<file path="config.mk">
export PLATFORM = sky130hd
export DESIGN_NAME = mc_qpel_interp_flat
export DESIGN_NICKNAME = d
export VERILOG_FILES = /design/src/rtl/mc_qpel_interp_if.sv /design/src/rtl/mc_qpel_interp.sv /design/src/flat_wrapper.sv
export SDC_FILE = /design/constraint.sdc
export NUM_CORES = 1
export LEC_CHECK = 0
export ABC_AREA = 0
export ABC_CLOCK_PERIOD_IN_PS = 11500
export BUFFER_PORTS_ARGS = -buffer_cell sky130_fd_sc_hd__buf_2
export CAP_MARGIN = 20
export CORE_MARGIN = 2
export CORE_UTILIZATION = 45
export DETAILED_ROUTE_END_ITERATION = 8
export HOLD_SLACK_MARGIN = 0.1
export SETUP_SLACK_MARGIN = 0.05
export SYNTH_ARGS = -nofsm -noshare
export SYNTH_HDL_FRONTEND = slang
export SYNTH_SLANG_ARGS = --single-unit
</file>
<file path="constraint.sdc">
create_clock -name clk -period 11.5 [get_ports clk]
set_input_delay 0.575 -clock clk [delete_from_list [all_inputs] [get_ports clk]]
set_output_delay 0.575 -clock clk [all_outputs]
set_load 0.05 [all_outputs]
</file>
<file path="src/rtl/mc_qpel_interp_if.sv">
// Handshake and pixel bus for mc_qpel_interp: row control, input stream, output stream.
interface mc_qpel_interp_if;
  logic       start;
  logic [1:0] frac;
  logic       in_valid;
  logic       in_ready;
  logic [7:0] in_pix;
  logic       out_valid;
  logic       out_ready;
  logic [7:0] out_pix;
  logic       busy;
  logic       done;

  modport master (
    output start, frac, in_valid, in_pix, out_ready,
    input  in_ready, out_valid, out_pix, busy, done
  );

  modport slave (
    input  start, frac, in_valid, in_pix, out_ready,
    output in_ready, out_valid, out_pix, busy, done
  );
endinterface

</file>
<file path="src/rtl/mc_qpel_interp.sv">
// Horizontal 6-tap half-pel / quarter-pel motion-compensation interpolator, one row per start.
// Quarter-pel averaging is compiled in only when MC_QPEL_AVG_EN is defined.
module mc_qpel_interp #(
  parameter int unsigned ROW_W = 16
) (
  input  logic             clk,
  input  logic             rst,
  mc_qpel_interp_if.slave  bus
);

  localparam int unsigned FILL_N   = 5;
  localparam int unsigned IN_TOTAL = ROW_W + FILL_N;
  localparam int unsigned CNT_W    = $clog2(IN_TOTAL + 1);
  localparam int unsigned ACC_W    = 16;

  localparam logic signed [ACC_W-1:0] K5      = ACC_W'(5);
  localparam logic signed [ACC_W-1:0] K20     = ACC_W'(20);
  localparam logic signed [ACC_W-1:0] K_RND   = ACC_W'(16);
  localparam logic signed [ACC_W-1:0] PIX_MAX = ACC_W'(255);

  typedef enum logic [1:0] {
    S_IDLE = 2'd0,
    S_FILL = 2'd1,
    S_RUN  = 2'd2
  } state_t;

  state_t            state_q, state_d;
  logic [CNT_W-1:0]  in_cnt_q, out_cnt_q;
  logic [5:0][7:0]   win_q;
  logic [1:0]        frac_q;
  logic              out_valid_q;
  logic [7:0]        out_pix_q;
  logic              busy_q;
  logic              done_q;

  logic              in_ready_c;
  logic              done_d;
  logic              start_acc;
  logic              in_acc;
  logic              out_acc;
  logic              in_left;
  logic              out_free;

  logic [7:0]        tap_e, tap_f, tap_g, tap_h, tap_i, tap_j;
  logic signed [ACC_W-1:0] acc;
  logic signed [ACC_W-1:0] sh;
  logic [7:0]        b_c;
  logic [7:0]        pix_c;

  function automatic logic signed [ACC_W-1:0] ext(input logic [7:0] v);
    return $signed(ACC_W'(v));
  endfunction

  assign in_left  = (in_cnt_q != CNT_W'(IN_TOTAL));
  assign out_free = !out_valid_q || bus.out_ready;
  assign out_acc  = out_valid_q && bus.out_ready;
  assign in_acc   = in_ready_c && bus.in_valid;

  // State register
  always_ff @(posedge clk) begin
    if (rst) begin
      state_q <= S_IDLE;
    end else begin
      state_q <= state_d;
    end
  end

  // Next state, input handshake and done request
  always_comb begin
    state_d    = state_q;
    in_ready_c = 1'b0;
    done_d     = 1'b0;
    start_acc  = 1'b0;
    unique case (state_q)
      S_IDLE: begin
        if (bus.start && !rst) begin
          state_d   = S_FILL;
          start_acc = 1'b1;
        end
      end
      S_FILL: begin
        in_ready_c = !rst && in_left && out_free;
        if (in_ready_c && bus.in_valid && (in_cnt_q == CNT_W'(FILL_N - 1))) begin
          state_d = S_RUN;
        end
      end
      S_RUN: begin
        in_ready_c = !rst && in_left && out_free;
        if (out_acc && (out_cnt_q == CNT_W'(ROW_W - 1))) begin
          state_d = S_IDLE;
          done_d  = 1'b1;
        end
      end
      default: state_d = S_IDLE;
    endcase
  end

  // Taps as seen after shifting the incoming pixel into J
  assign tap_e = win_q[1];
  assign tap_f = win_q[2];
  assign tap_g = win_q[3];
  assign tap_h = win_q[4];
  assign tap_i = win_q[5];
  assign tap_j = bus.in_pix;

  // 6-tap half-pel filter with rounding and clip to 8 bits
  always_comb begin
    acc = ext(tap_e) + ext(tap_j)
        - K5  * (ext(tap_f) + ext(tap_i))
        + K20 * (ext(tap_g) + ext(tap_h))
        + K_RND;
    sh = acc >>> 5;
    if (sh < 0) begin
      b_c = 8'd0;
    end else if (sh > PIX_MAX) begin
      b_c = 8'd255;
    end else begin
      b_c = sh[7:0];
    end
  end

`ifdef MC_QPEL_AVG_EN
  logic [8:0] avg_gb;
  logic [8:0] avg_hb;

  // Quarter-pel phases average the half-pel sample with its nearest integer neighbour
  always_comb begin
    avg_gb = 9'(tap_g) + 9'(b_c) + 9'd1;
    avg_hb = 9'(tap_h) + 9'(b_c) + 9'd1;
    pix_c  = tap_g;
    unique case (frac_q)
      2'd0:    pix_c = tap_g;
      2'd1:    pix_c = 8'(avg_gb >> 1);
      2'd2:    pix_c = b_c;
      default: pix_c = 8'(avg_hb >> 1);
    endcase
  end
`else
  // Without averaging, quarter phases snap to integer (0/1) or half (2/3)
  always_comb begin
    pix_c = tap_g;
    unique case (frac_q)
      2'd0, 2'd1: pix_c = tap_g;
      default:    pix_c = b_c;
    endcase
  end
`endif

  // Datapath: window, counters, latched phase and registered outputs
  always_ff @(posedge clk) begin
    if (rst) begin
      in_cnt_q    <= '0;
      out_cnt_q   <= '0;
      win_q       <= '0;
      frac_q      <= 2'd0;
      out_valid_q <= 1'b0;
      out_pix_q   <= 8'd0;
      busy_q      <= 1'b0;
      done_q      <= 1'b0;
    end else begin
      busy_q <= (state_d != S_IDLE);
      done_q <= done_d;
      if (start_acc) begin
        frac_q    <= bus.frac;
        in_cnt_q  <= '0;
        out_cnt_q <= '0;
        win_q     <= '0;
      end
      if (in_acc) begin
        in_cnt_q <= in_cnt_q + CNT_W'(1);
        win_q    <= {bus.in_pix, win_q[5:1]};
      end
      if (out_acc) begin
        out_cnt_q <= out_cnt_q + CNT_W'(1);
      end
      if (in_acc && (state_q == S_RUN)) begin
        out_valid_q <= 1'b1;
        out_pix_q   <= pix_c;
      end else if (out_acc) begin
        out_valid_q <= 1'b0;
      end
    end
  end

  assign bus.in_ready  = in_ready_c;
  assign bus.out_valid = out_valid_q;
  assign bus.out_pix   = out_pix_q;
  assign bus.busy      = busy_q;
  assign bus.done      = done_q;

endmodule

</file>
<file path="src/flat_wrapper.sv">
// flat-port wrapper written by rule: the top's interface ports become plain ports
module mc_qpel_interp_flat 
#(
  parameter int unsigned ROW_W = 16
)
  (clk, rst, bus_start, bus_frac, bus_in_valid, bus_in_pix, bus_out_ready, bus_in_ready, bus_out_valid, bus_out_pix, bus_busy, bus_done);
  mc_qpel_interp_if bus_i ();
  input  logic clk;
  input  logic rst;
  input wire logic [$bits(bus_i.start)-1:0] bus_start;
  input wire logic [$bits(bus_i.frac)-1:0] bus_frac;
  input wire logic [$bits(bus_i.in_valid)-1:0] bus_in_valid;
  input wire logic [$bits(bus_i.in_pix)-1:0] bus_in_pix;
  input wire logic [$bits(bus_i.out_ready)-1:0] bus_out_ready;
  output wire logic [$bits(bus_i.in_ready)-1:0] bus_in_ready;
  output wire logic [$bits(bus_i.out_valid)-1:0] bus_out_valid;
  output wire logic [$bits(bus_i.out_pix)-1:0] bus_out_pix;
  output wire logic [$bits(bus_i.busy)-1:0] bus_busy;
  output wire logic [$bits(bus_i.done)-1:0] bus_done;
  assign bus_i.start = bus_start;
  assign bus_i.frac = bus_frac;
  assign bus_i.in_valid = bus_in_valid;
  assign bus_i.in_pix = bus_in_pix;
  assign bus_i.out_ready = bus_out_ready;
  assign bus_in_ready = bus_i.in_ready;
  assign bus_out_valid = bus_i.out_valid;
  assign bus_out_pix = bus_i.out_pix;
  assign bus_busy = bus_i.busy;
  assign bus_done = bus_i.done;
  mc_qpel_interp #(.ROW_W(ROW_W)) u_core (.clk(clk), .rst(rst), .bus(bus_i));
endmodule
</file>
Word level (Yosys, flattened, before mapping):

Index checks and enable logic that the tools add are counted.

* add/subtract/negate cells: 8
* multipliers: 2
* $lt $le $gt $ge: 2
* eq/ne operators: 6
* multiplexer cells: 18
* bitwise operators: 1
* reduce and logical (&&, ||, !) cells: 21

Operators by type and width (number)
* $mux 48: 2
* $add 8x8->9: 3
* $mux 8: 3
* $add 16x16->16: 1
* $add 16x6->16 const B: 1
* $mul 4x16->14 const A: 1
* $mul 4x16->16 const A: 1
* $sub 16x16->16: 1
* $mux 5: 3
* $gt 11x9->1 const B: 1
* $lt 11x1->1 const B: 1
* $add 5x1->5 const B: 2
* $logic_and 1x1->1: 9
* $reduce_bool 2->1: 4
* $mux 1: 6
* $mux 2: 3
* $pmux 2 s3: 1
* $reduce_or 2->1: 3
* $eq 5x3->1 const B: 1
* $eq 5x4->1 const B: 1
* $ne 5x5->1 const B: 1
* $eq 2x1->1 const B: 2
* $logic_not 2->1: 2
* $eq 2x2->1 const B: 1
* other kinds (3): 4

* flip-flop bits (word level): 65
* input port bits: 15
* output and inout bits: 12
* logic and storage cells: 71

Longest topological paths before layout:

Gate-level depths: netlist of the first run.

* depth after elaboration: 9
* depth in mapped cells: 25
* depth with buffers taken out: 25

Worst setup path before layout of the first run:

No wires, ideal clock.

* kind: register to register
* from: register u_core.win_q (netlist bit u_core.tap_h[0])
* to: register u_core.out_pix_q[0] (netlist: u_core.bus.out_pix[0])
* setup time: 0.115 ns
* arrival time: 5.468 ns
* data required time: 11.385 ns
* setup slack: 5.917 ns
* cell stages (with the launch flop): 24
* buffers on the path: 0
* period minus slack after synthesis: 5.583 ns
* path through: dfxtp_1 ha_1 fa_1 a211oi_1 o21bai_1 a21oi_1 xnor2_1 ha_1 ha_1 o21a_1 o31a_1 a21o_1 ha_1 fa_1 fa_1 inv_1 ha_1 nand3_1 o221ai_1 a21oi_1 o2111ai_4 nor3b_2 mux2i_4 o21a_1

* cells in the longest elaborated chain, start to end: 8
* elaborated cells between the ends (all ways): 9
* classes of those cells: add/sub (3); mul (1); order compare (2); mux (3)

Ends and longest elaborated chain
* from (decl): RTL line mc_qpel_interp.sv:29 `logic [5:0][7:0] win_q;`
* from (signal assigned): RTL line mc_qpel_interp.sv:171 `win_q <= {bus.in_pix, win_q[5:1]};`
* $add 8x8->9 *: RTL line mc_qpel_interp.sv:110 `+ K20 * (ext(tap_g) + ext(tap_h))`
* $mul 4x16->14 *: RTL line mc_qpel_interp.sv:110
* $add 16x16->16 *: RTL line mc_qpel_interp.sv:110
* $add 16x6->16 *: RTL line mc_qpel_interp.sv:111 `+ K_RND;`
* $gt 11x9->1: RTL line mc_qpel_interp.sv:115 `end else if (sh > PIX_MAX) begin`
* $mux 8: RTL line mc_qpel_interp.sv:115
* $mux 8 *: RTL line mc_qpel_interp.sv:113 `if (sh < 0) begin`
* $mux 8 *: RTL line mc_qpel_interp.sv:142 `unique case (frac_q)`
* to (signal assigned): RTL line mc_qpel_interp.sv:178 `out_pix_q <= pix_c;`
* to (decl): RTL line mc_qpel_interp.sv:32 `logic [7:0] out_pix_q;`

Mark *: on every way between the ends. The rest lies on a longest branch, timed or not.
A chain may end at the register's enable or synchronous reset.

Final worst setup path of the first run:

* from: register u_core.win_q (netlist bit u_core.tap_h[0])
* to: register u_core.out_pix_q[6] (netlist: u_core.bus.out_pix[6])

The elaborated chain is that of the path after synthesis.

==> results of run 1 <==
## synth_stat cells, types with 3 or more instances
| cell type | n |
|---|---|
| a21oi_1 | 79 |
| clkbuf_1 | 13 |
| nand3_1 | 51 |
| a31oi_1 | 3 |
| inv_1 | 87 |
| buf_1 | 3 |
| o21ai_0 | 17 |
| o21bai_1 | 5 |
| a211oi_1 | 5 |
| buf_2 | 5 |
| ha_1 | 89 |
| xor2_1 | 7 |
| nor2b_1 | 3 |
| a21o_1 | 10 |
| nand2_1 | 54 |
| dfxtp_1 | 64 |
| xnor2_1 | 21 |
| nor2_1 | 29 |
| nand2b_1 | 6 |
| nor3_1 | 17 |
| fa_1 | 18 |
| o21a_1 | 12 |
## registers in the layout, summed over array words and instances, names as in the netlist, 2 cells and up
register,cells
u_core.bus.out_pix,8
u_core.tap_e,8
u_core.tap_f,8
u_core.tap_g,8
u_core.tap_h,8
u_core.tap_i,8
u_core.in_cnt_q,5
u_core.out_cnt_q,5
u_core.state_q,2
## path summary, 6_finish.rpt
path | end | slack, ns | depth (start not counted)
setup / recovery | u_core.bus.out_pix[6] | 5.31 | 23
hold reg to reg | u_core.out_cnt_q[3] | 0.46 | 1
setup reg to reg | u_core.bus.out_pix[6] | 5.31 | 23
hold / removal | u_core.frac_q[1] | 0.43 | 3
## critical path, cell delays in order, from the launching register on
cell	delay, ns
dfxtp_1	0.33
ha_1	0.23
fa_1	0.43
a211oi_1	0.29
o21bai_1	0.13
a21oi_1	0.23
xnor2_1	0.18
ha_1	0.27
ha_1	0.35
o21a_1	0.21
o31a_1	0.12
a21o_1	0.17
ha_1	0.30
fa_1	0.51
fa_1	0.55
inv_1	0.04
ha_1	0.33
inv_1	0.12
o221ai_1	0.13
a21oi_1	0.27
o2111ai_4	0.18
o21bai_2	0.45
nor3_1	0.13
o21a_1	0.13
## report_power, final
part	leakage, nW	internal (mW)	switching [mW]	total [mW]
Clock	0.141	0.157	0.104	0.261
Sequential	0.516	0.223	0.00220	0.225
Combinational	1.94	0.0313	0.0495	0.0808
## logic make-up after synthesis
logic type,Yosys count
AND/OR/NAND/NOR,177
AO/OA/AOI/OAI,148
buffers and inverters,108
adder cells (fa/ha/maj),107
flip-flops,64
XOR/XNOR,28
multiplexers,1
## area by class of cell
cell class | instances | share of cell area (%)
multi-input combinational | 461 | 61.5
sequential | 64 | 22.3
inverter | 87 | 5.69
clock buffer | 11 | 4.41
tap | 143 | 3.12
timing repair buffer | 27 | 2.44
clock inverter | 5 | 0.545
## metal layers
metal | vias to the layer above | track usage (%)
met3 | 8 | 3.76
li1 | 2189 | -
met5 | - | 0
met4 | 0 | 5.19
met2 | 32 | 32.0
met1 | 2025 | 27.7
## through the flow
stage / util [%] / instance area, sq um
6_report: 50.5 / 5740
5_1_grt: 50.5 / 5740
4_1_cts: 50.5 / 5740
3_5_place_dp: 48.0 / 5450
3_3_place_gp: 48.0 / 5450
2_1_floorplan: - / 5220
==> summary.md, run 1 <==
| Metric | Value |
|---|---|
| Final setup TNS | `0 ns` |
| Max Clock Freq | `162 MHz` |
| Layout cells sized above 1 | `9.01%` |
| Max-cap violations | `0` |
| DRC | `0` |
| Mux cell area share after synthesis | `0.432%` |
| Synth warn | `0` |
| Vias in the first global route | `4265` |
| Post-CTS Setup Bufs | `0` |
| CTS Buf Count | `9` |
| Gate Count Post-Synth | `633` |
| Met3 wire len | `225 um` |
| CTS Buffer Depth | `2` |
| FF/Latch Area | `0.00128 sq mm` |
| Largest family of logic cells by synthesized area | `adder cells` |
| Antenna Cells | `0` |
| Hold Worst Slack | `0.431 ns` |
| Synth Area in Compound Gates | `17.7%` |
| Pre-antenna DRT Iters | `4` |
| Initial drt markers | `193` |
| Max Fanout on Critical Path | `8` |
| Post-CTS Resized | `0` |
| Placeable Area | `0.0114 sq mm` |
| Reg2Reg Launch Point | `u_core.tap_h[0]` |
| M1 WL | `5890 um` |
| HP Class | `in -> reg` |
| Die area | `0.0125 sq mm` |
| Power Density | `98.9 mW/mm^2` |
| Period utilization | `53.8%` |
| Commonest register cell after synthesis | `dfxtp_1` |
| CTS tree | `yes` |
| DIE WIDTH | `112 um` |
| Yosys cell types | `52` |
| Slew @ Worst Pin | `0.919 ns` |
| Final critical-path required period | `6.19 ns` |
| # nets final | `772` |
| Antenna-violating nets left | `0` |
| Synth-to-layout area growth | `9.98%` |
| Worst Setup End Kind | `flop` |
| Total GRT Usage | `20.0%` |
| Final Wtd Congestion | `0.802` |
| Die H | `112 um` |
| Initial Util | `45.9%` |
| Cell taking the most area after synthesis | `dfxtp_1` |
| Crit Path Class | `reg -> reg` |
| Endpoints failing setup | `0` |
| Initial antenna violation count | `0` |
| Synth Register Bits | `64` |
| I/O pin total | `27` |
| Critical Path RT | `11.73 ns` |
| Met2 routed WL | `5540 um` |
| Critical path data arrival time | `6.42 ns` |
| Sequential share of the synthesized area | `24.6%` |
| Largest net degree at the start of global routing | `60` |
| Post-Synth Adder-Cell Area | `28.3%` |
| Clk sink count | `64` |
| Routed WL | `11800 um` |
| Xor/xnor share of the synthesized area | `4.70%` |
| Clock Skews | `0.00631 ns` |
| Number of flops mapped to enable cells by yosys | `0` |
| Final Non-Filler Cells | `798` |
| Slew headroom | `38.7%` |
| Highest routed layer | `met4` |
| Dpl cells | `782` |
| Hold path start | `bus_frac[1]` |
| First-pass GRT wire length | `20300 um` |
| Synth Area per Inst | `8.24 sq um` |
| CP Launch Type | `flop` |
| GRT overflow | `0` |
| Post-Synth Simple-Gate Area | `16.5%` |
| Hold-fix buffers, CTS | `0` |
| Share of flip-flops with an asynchronous set or reset | `0%` |
| Post-Syn Nets | `755` |
| Worst setup slack after layout | `5.31 ns` |
| Top-area cell type share of the netlist area | `24.6%` |
| Vias | `4254` |
| Most common cell after layout, fill and taps aside | `ha_1` |
| DP HPWL | `8900 um` |
| Status | `completed` |
| # rows | `39` |
| DR WL/cell | `14.8 um` |
| Multi-input logic area | `0.00353 sq mm` |
| Leakage power | `2.60 nW` |
| Largest cells by area after synthesis | `dfxtp_1 25%, ha_1 21%, a21oi_1 7.6%` |
| Final Slew Violations | `0` |
| H-tree depth reported by CTS | `3` |
| Final hold violations | `0` |
| Power Total | `567 uW` |
| Fill cells | `1111` |
| Most frequent cells in the layout | `89 x ha_1, 87 x inv_1, 79 x a21oi_1, 64 x dfxtp_1, 54 x nand2_1` |
| Via density | `5.33` |
| Setup crit start | `u_core.tap_h[0]` |
| RSZ-0062 raised after global routing | `false` |
| PortBufs | `25` |
| Worst-Skew Late Latency | `0.34 ns` |
| Mapped Area | `0.00522 sq mm` |
| Root buffer cell | `clkbuf_16` |
| VDD IR-drop max | `0.0892 mV` |
| Clock-pin slew on the worst setup and hold paths | `0.06 ns` |
| DP Worst Slack | `5.28 ns` |
No activity file was read; power rests on OpenSTA's default activity.
==> inputs of run 2 (changes only) <==
--- a/config.mk
+++ b/config.mk
@@ -6,7 +6,7 @@
 export NUM_CORES = 1
 export LEC_CHECK = 0
 export ABC_AREA = 0
-export ABC_CLOCK_PERIOD_IN_PS = 11500
+export ABC_CLOCK_PERIOD_IN_PS = 5690
 export BUFFER_PORTS_ARGS = -buffer_cell sky130_fd_sc_hd__buf_2
 export CAP_MARGIN = 20
 export CORE_MARGIN = 2
==> constraint.sdc (replaced) <==
create_clock -name clk -period 5.69 [get_ports clk]
set_input_delay 0.2845 -clock clk [delete_from_list [all_inputs] [get_ports clk]]
set_output_delay 0.2845 -clock clk [all_outputs]
set_load 0.05 [all_outputs]
==> run 2 against run 1 <==
Net effect:
- setup slack got worse by 5.1 ns
- global-route usage increased by 0.33 points
- via count increased by 4.4%
- clock power increased by 110%
- sequential power increased by 100%
- hold slack got worse by 0.27 ns
- non-clock buffer count increased by 33
- cell area increased by 9.1%
==> summary.md, run 2 (same netlist as run 1, synthesis figures left out) <==
| Metric | Value |
|---|---|
| GRT overflow | `0 (unchanged)` |
| Via density | `5.35 (was 5.33)` |
| Final setup TNS | `0 ns (unchanged)` |
| Layout cells sized above 1 | `18.6% (was 9.01%)` |
| DR WL/cell | `14.8 um (about the same)` |
| Final Slew Violations | `0 (unchanged)` |
| Worst-Skew Late Latency | `0.35 ns (was 0.34 ns)` |
| Final hold violations | `0 (unchanged)` |
| Sequential Power Share | `37.9% (was 39.7%)` |
| Synth-to-layout area growth | `20.0% (was 9.98%)` |
| PortBufs | `25 (unchanged)` |
| Sw Ratio | `26.5% (was 27.5%)` |
| Pre-antenna DRT Iters | `4 (unchanged)` |
| Vias | `4442 (was 4254)` |
| Worst r2r dst | `u_core.bus.out_pix[6] (unchanged)` |
| Placed cell area | `0.00565 sq mm (was 0.00545 sq mm)` |
| Most frequent cells in the layout | `86 x inv_1, 78 x ha_1, 71 x a21oi_1, 62 x dfxtp_1, 54 x nand2_1 (was 89 x ha_1, 87 x inv_1, 79 x a21oi_1, 64 x dfxtp_1, 54 x nand2_1)` |
| Final Wtd Congestion | `0.825 (was 0.802)` |
| Setup crit start | `u_core.tap_g[0] (was u_core.tap_h[0])` |
| Cell mode on critical path | `a21oi_2 (was ha_1)` |
| Crit-path max cell delay | `0.52 ns (was 0.55 ns)` |
| Slew @ Worst Pin | `0.901 ns (was 0.919 ns)` |
| Die area | `0.0125 sq mm (unchanged)` |
| CTS Buffer Depth | `2 (unchanged)` |
| Root buffer cell | `clkbuf_16 (unchanged)` |
| Clk sink count | `64 (unchanged)` |
| RSZ-0062 raised after global routing | `false (unchanged)` |
| Status | `completed (unchanged)` |
| Period utilization | `95.6% (was 53.8%)` |
| Max Fanout on Critical Path | `4 (was 8)` |
| Clock power share | `46.4% (was 46.0%)` |
| Max Clock Freq | `184 MHz (was 162 MHz)` |
| Worst Setup End Kind | `flop (unchanged)` |
| Flop2flop setup slack | `0.25 ns (was 5.31 ns)` |
| DP HPWL | `9080 um (was 8900 um)` |
| Hold Crit Depth | `3 (unchanged)` |
| Routed WL | `12300 um (was 11800 um)` |
| # nets final | `805 (was 772)` |
| DIE WIDTH | `112 um (unchanged)` |
| Clock Skews | `0.00946 ns (was 0.00631 ns)` |
| Antenna Cells | `0 (unchanged)` |
| Most common cell after layout, fill and taps aside | `inv_1 (was ha_1)` |
| VDD IR-drop max | `0.152 mV (was 0.0892 mV)` |
| Fill cells | `1041 (was 1111)` |
| Crit path max-delay cell type | `fa_1 (unchanged)` |
| Worst path buffer plus inverter count | `4 (was 2)` |
| Endpoints failing setup | `0 (unchanged)` |
| FF/Latch Area | `0.00129 sq mm (was 0.00128 sq mm)` |
| DRC | `0 (unchanged)` |
| Pint | `881 uW (was 411 uW)` |
| Hold-fix buffers, CTS | `0 (unchanged)` |
| Final critical-path required period | `5.44 ns (was 6.19 ns)` |
| Initial antenna violation count | `0 (unchanged)` |
| Critical path data arrival time | `5.67 ns (was 6.42 ns)` |
| Multi-input logic area | `0.00377 sq mm (was 0.00353 sq mm)` |
| H-tree depth reported by CTS | `3 (unchanged)` |
| Power Total | `1.20 mW (was 567 uW)` |
| Antenna-violating nets left | `0 (unchanged)` |
| Vias in the first global route | `4355 (was 4265)` |
| Min-Delay Endpoint | `u_core.frac_q[1] (unchanged)` |
| Finished layout cell area | `0.00626 sq mm (was 0.00574 sq mm)` |
| Power Density | `192 mW/mm^2 (was 98.9 mW/mm^2)` |
| Reg2Reg Depth | `24 (was 23)` |
| Total GRT Usage | `20.3% (was 20.0%)` |
| Slew headroom | `39.9% (was 38.7%)` |
| Die H | `112 um (unchanged)` |
| Crit Path Class | `reg -> reg (unchanged)` |
| HP Class | `in -> reg (unchanged)` |
| Clock-pin slew on the worst setup and hold paths | `0.05 ns (was 0.06 ns)` |
| Reg2Reg Launch Point | `u_core.tap_g[0] (was u_core.tap_h[0])` |
| CTS tree | `yes (unchanged)` |
| Largest net degree at the start of global routing | `60 (unchanged)` |
| First-pass GRT wire length | `20400 um (was 20300 um)` |
| # rows | `39 (unchanged)` |
| Initial Util | `45.9% (unchanged)` |
| Combinational power share | `15.7% (was 14.2%)` |
| CTS Buf Count | `9 (unchanged)` |
| CP Launch Type | `flop (unchanged)` |
| Delay-heaviest family, CP | `adder cells (unchanged)` |
| Switching power | `318 uW (was 156 uW)` |
| Critical Path RT | `5.92 ns (was 11.73 ns)` |
| Max-cap violations | `0 (unchanged)` |
| Crit path cell chain | `ha_2, fa_2, a211oi_2, o21bai_1, a21oi_2, xnor2_2, ha_1, ha_4, buf_4, xnor2_2, ha_1, fa_1, inv_1, fa_1, inv_1, ha_4, a21oi_2, o221ai_2, a21oi_2, o2111ai_4, nor3b_2, mux2i_4, buf_6, o21a_1 (was ha_1, fa_1, a211oi_1, o21bai_1, a21oi_1, xnor2_1, ha_1, ha_1, o21a_1, o31a_1, a21o_1, ha_1, fa_1, fa_1, inv_1, ha_1, inv_1, o221ai_1, a21oi_1, o2111ai_4, o21bai_2, nor3_1, o21a_1)` |
| Placeable Area | `0.0114 sq mm (unchanged)` |
| Initial drt markers | `154 (was 193)` |
| I/O pin total | `27 (unchanged)` |
| Hold path start | `bus_frac[1] (unchanged)` |
| Leakage power | `2.82 nW (was 2.60 nW)` |
[run 2: cell types whose count changed in the layout (fill, tap and decap cells not counted), sizes merged]
cell | before | now
buf | 27 | 60
bufinv | 0 | 1
clkinv | 4 | 3
[run 2: power by group through the flow]
stage	Combinational [mW]	Sequential, mW	Clock, mW
2_1_floorplan	0.125	0.465	0
3_3_place_gp	0.169	0.465	0
5_1_grt	0.208	0.455	0.584
6_report	0.188	0.455	0.556
3_5_place_dp	0.171	0.465	0
4_1_cts	0.181	0.455	0.564
[run 2: stage by stage]
step,hold slack [ns],util [%],setup slack [ns],std cells
after floorplan,0.357,-,0.107,633
after global placement,0.443,49.7,-0.136,808
after detailed placement,0.451,49.7,-0.258,808
after global routing,0.184,55.1,0.0377,831
after CTS,0.155,53.6,0.0567,828
final,0.163,55.1,0.251,831
[run 2: repair_timing]
item / 4_1_cts / 5_1_grt
endpoints found under the setup margin: 8 / 8
pin swaps: 14 / 39
buffers inserted: 4 / 3
resized for setup: 22 / 24
[run 2: worst max path at each step]
stage,end,slack [ns],depth (start not counted)
floorplan,u_core.bus.out_pix[0],0.11,23
global placement,u_core.bus.out_pix[0],-0.14,23
detailed placement,u_core.bus.out_pix[7],-0.26,23
CTS,u_core.bus.out_pix[2],0.06,24
global route,u_core.bus.out_pix[1],0.04,24
finish,u_core.bus.out_pix[6],0.25,24
[run 2: worst reg2reg max path: cells and delay by family (launching register included)]
| kind | cells | cell delay [ns] |
|---|---|---|
| xor+xnor | 2 | 0.28 |
| fa+ha+maj | 8 | 2.62 |
| mux | 1 | 0.10 |
| compound gates | 8 | 1.35 |
| buf+inv | 4 | 0.39 |
| flops | 1 | 0.31 |
| simple gates | 1 | 0.27 |
[run 2: layout make-up]
type | count | area share (%)
tap | 143 | 2.86
multi-input combinational | 461 | 60.3
inverter | 87 | 5.22
clock buffer | 11 | 3.88
sequential | 64 | 20.5
timing repair buffer | 60 | 6.32
clock inverter | 5 | 0.899
[run 2: layer usage]
| metal | part of all wire, % | routed length, um | up-vias | GRT usage (%) |
|---|---|---|---|---|
| met3 | 2.7 | 337 | 21 | 3.48 |
| met4 | 2.4 | 292 | 0 | 8.40 |
| met5 | 0 | 0 | - | 0 |
| li1 | - | - | 2255 | - |
| met2 | 45 | 5570 | 63 | 32.3 |
| met1 | 50 | 6080 | 2103 | 27.4 |
==> inputs of run 3 (changes only) <==
--- a/config.mk
+++ b/config.mk
@@ -9,7 +9,7 @@
 export ABC_CLOCK_PERIOD_IN_PS = 5690
 export BUFFER_PORTS_ARGS = -buffer_cell sky130_fd_sc_hd__buf_2
 export CAP_MARGIN = 20
-export CORE_MARGIN = 2
+export CORE_MARGIN = 1.5
 export CORE_UTILIZATION = 45
 export DETAILED_ROUTE_END_ITERATION = 8
 export HOLD_SLACK_MARGIN = 0.1
==> run 3 against run 2 <==
Net effect:
- sequential power barely moved
- non-clock buffer count rose by 6
- wire length rose by 2.0%
- clock skew fell by 0.0013 ns
- via count rose by 0.99%
- core utilization rose by 0.69 points
- total power rose by 3.0%
- sequential cell count did not move
- clock power rose by 5.8%
- register-to-register slack got worse by 0.11 ns
- critical path type unchanged
- largest power group unchanged
==> summary.md, run 3 (same netlist as run 1, synthesis figures left out) <==
| Metric | Value |
|---|---|
| Status | `completed (unchanged)` |
| Power Total | `1.23 mW (was 1.20 mW)` |
| First-pass GRT wire length | `20600 um (was 20400 um)` |
| Finished layout cell area | `0.00634 sq mm (was 0.00626 sq mm)` |
| # rows | `39 (unchanged)` |
| Antenna-violating nets left | `0 (unchanged)` |
| Clock-pin slew on the worst setup and hold paths | `0.06 ns (was 0.05 ns)` |
| Crit Path Class | `reg -> reg (unchanged)` |
| Initial antenna violation count | `0 (unchanged)` |
| H-tree depth reported by CTS | `3 (unchanged)` |
| Worst Setup End Kind | `flop (unchanged)` |
| Clock Skews | `0.00816 ns (was 0.00946 ns)` |
| DP HPWL | `9350 um (was 9080 um)` |
| Clk sink count | `64 (unchanged)` |
| Worst-Skew Late Latency | `0.34 ns (was 0.35 ns)` |
| Period utilization | `97.4% (was 95.6%)` |
| Max-cap violations | `0 (unchanged)` |
| Worst setup slack after layout | `0.145 ns (was 0.251 ns)` |
| Initial Util | `45.9% (unchanged)` |
| Initial drt markers | `167 (was 154)` |
| Layout cells sized above 1 | `21.0% (was 18.6%)` |
| Final Slew Violations | `0 (unchanged)` |
| DR WL/cell | `15.0 um (was 14.8 um)` |
| Reg2Reg Launch Point | `u_core.tap_g[0] (unchanged)` |
| I/O pin total | `27 (unchanged)` |
| Final setup TNS | `0 ns (unchanged)` |
| Power Density | `195 mW/mm^2 (was 192 mW/mm^2)` |
| Vias in the first global route | `4462 (was 4355)` |
| Placeable Area | `0.0114 sq mm (unchanged)` |
| Fill cells | `1035 (was 1041)` |
| Final critical-path required period | `5.54 ns (was 5.44 ns)` |
| CTS Buf Count | `9 (unchanged)` |
| Largest net degree at the start of global routing | `46 (was 60)` |
| Slew @ Worst Pin | `0.878 ns (was 0.901 ns)` |
| Flop2flop setup slack | `0.15 ns (was 0.25 ns)` |
| Dpl cells | `812 (was 808)` |
| Die area | `0.0122 sq mm (was 0.0125 sq mm)` |
| Final hold violations | `0 (unchanged)` |
| Hold Crit Depth | `3 (unchanged)` |
| Reg2Reg Depth | `26 (was 24)` |
| Antenna Cells | `0 (unchanged)` |
| Leakage power | `2.87 nW (was 2.82 nW)` |
| Placed cell area | `0.00568 sq mm (was 0.00565 sq mm)` |
| Util after Layout | `55.8% (was 55.1%)` |
| Switching power | `321 uW (was 318 uW)` |
| VDD IR-drop max | `0.190 mV (was 0.152 mV)` |
| Synth-to-layout area growth | `21.5% (was 20.0%)` |
| Worst setup endpoint | `u_core.bus.out_pix[1] (was u_core.bus.out_pix[6])` |
| Max Fanout on Critical Path | `5 (was 4)` |
| Hold Worst Slack | `0.135 ns (was 0.163 ns)` |
| Routed WL | `12500 um (was 12300 um)` |
| Total GRT Usage | `20.7% (was 20.3%)` |
| Vias | `4486 (was 4442)` |
| DP Worst Slack | `-0.261 ns (was -0.258 ns)` |
| CTS tree | `yes (unchanged)` |
| Combinational power share | `15.5% (was 15.7%)` |
| Pre-antenna DRT Iters | `4 (unchanged)` |
| Root buffer cell | `clkbuf_16 (unchanged)` |
| DRC | `0 (unchanged)` |
| DIE WIDTH | `111 um (was 112 um)` |
| Critical path data arrival time | `5.82 ns (was 5.67 ns)` |
| Endpoints failing setup | `0 (unchanged)` |
| Max Clock Freq | `180 MHz (was 184 MHz)` |
| CTS Buffer Depth | `2 (unchanged)` |
| Final Non-Filler Cells | `837 (was 831)` |
| CP Launch Type | `flop (unchanged)` |
| Final Wtd Congestion | `0.794 (was 0.825)` |
| Setup crit start | `u_core.tap_g[0] (unchanged)` |
| Critical Path RT | `5.97 ns (was 5.92 ns)` |
| Most common cell after layout, fill and taps aside | `inv_1 (unchanged)` |
| # nets final | `811 (was 805)` |
| Die H | `111 um (was 112 um)` |
| Clock power share | `47.6% (was 46.4%)` |
| Sw Ratio | `26.0% (was 26.5%)` |
| HP Class | `in -> reg (unchanged)` |
| PortBufs | `25 (unchanged)` |
| Most frequent cells in the layout | `84 x inv_1, 77 x ha_1, 69 x a21oi_1, 58 x dfxtp_1, 54 x nand2_1 (was 86 x inv_1, 78 x ha_1, 71 x a21oi_1, 62 x dfxtp_1, 54 x nand2_1)` |
| Sequential Power Share | `36.9% (was 37.9%)` |
| Worst r2r dst | `u_core.bus.out_pix[1] (was u_core.bus.out_pix[6])` |
| GRT overflow | `0 (unchanged)` |
| Slew headroom | `41.5% (was 39.9%)` |
| Pint | `914 uW (was 881 uW)` |
| Via density | `5.36 (was 5.35)` |
==> run 3: cell count changes in the layout (fill, tap and decap cells not counted), moves of 3 or more <==
cell	change
buf_4	+8
dfxtp_2	+5
dfxtp_1	-4
nor3_1	-3
nor3_2	+3
==> run 3: final cells by class <==
| class | count | area, sq um | share of cell area, % |
|---|---|---|---|
| multi-input cells | 461 | 3800 | 59.9 |
| flip-flops and latches | 64 | 1290 | 20.3 |
| repair buffers | 66 | 433 | 6.83 |
| inverters | 87 | 327 | 5.15 |
| clock buffers | 10 | 229 | 3.61 |
| well taps | 143 | 179 | 2.82 |
| clock inverters | 6 | 83.8 | 1.32 |
==> run 3: timing repair <==
| action | 4_1_cts | 5_1_grt |
|---|---|---|
| hold buffers | 0 | 0 |
| resized for setup | 13 | 41 |
| buffers inserted | 2 | 7 |
| pin swaps | 7 | 53 |
| endpoints found under the setup margin | 8 | 8 |
==> run 3: power by group through the flow <==
stage	clock [mW]	combinational [mW]	sequential, mW
5_1_grt	0.612	0.212	0.456
4_1_cts	0.598	0.182	0.455
3_3_place_gp	0	0.172	0.465
2_1_floorplan	0	0.125	0.465
3_5_place_dp	0	0.176	0.465
6_report	0.588	0.191	0.455
==> run 3: critical path, cell delays in order, from the launching register on <==
cell and delay, ns:
dfxtp_2 0.33, ha_4 0.17, fa_2 0.40, a211oi_2 0.20
o21bai_1 0.10, a21oi_2 0.22, xnor2_2 0.10, ha_1 0.35
ha_4 0.23, o21a_1 0.18, o31a_1 0.13, buf_4 0.14
buf_4 0.12, o21ai_1 0.17, a21oi_1 0.12, nand2b_1 0.16
ha_1 0.27, inv_1 0.04, ha_1 0.29, ha_1 0.36
o21ai_0 0.16, o41a_1 0.48, o2111ai_4 0.14, o21bai_2 0.12
buf_4 0.17, nor3_2 0.20, o21a_1 0.15
==> run 3: worst min-delay path by stage <==
stage	from	end	slack, ns
after floorplan	rst	u_core.state_q[0]	0.36
after global placement	u_core.out_cnt_q[3]	u_core.out_cnt_q[3]	0.44
after detailed placement	u_core.out_cnt_q[3]	u_core.out_cnt_q[3]	0.45
after CTS	bus_frac[1]	u_core.frac_q[1]	0.13
final	bus_frac[1]	u_core.frac_q[1]	0.14
after global routing	bus_frac[1]	u_core.frac_q[1]	0.15
==> run 3: per-layer routing <==
| metal | routed length, um | track usage [%] |
|---|---|---|
| met1 | 6040 | 27.3 |
| met3 | 323 | 3.55 |
| met5 | 0 | 0 |
| met4 | 282 | 7.69 |
| met2 | 5880 | 34.0 |
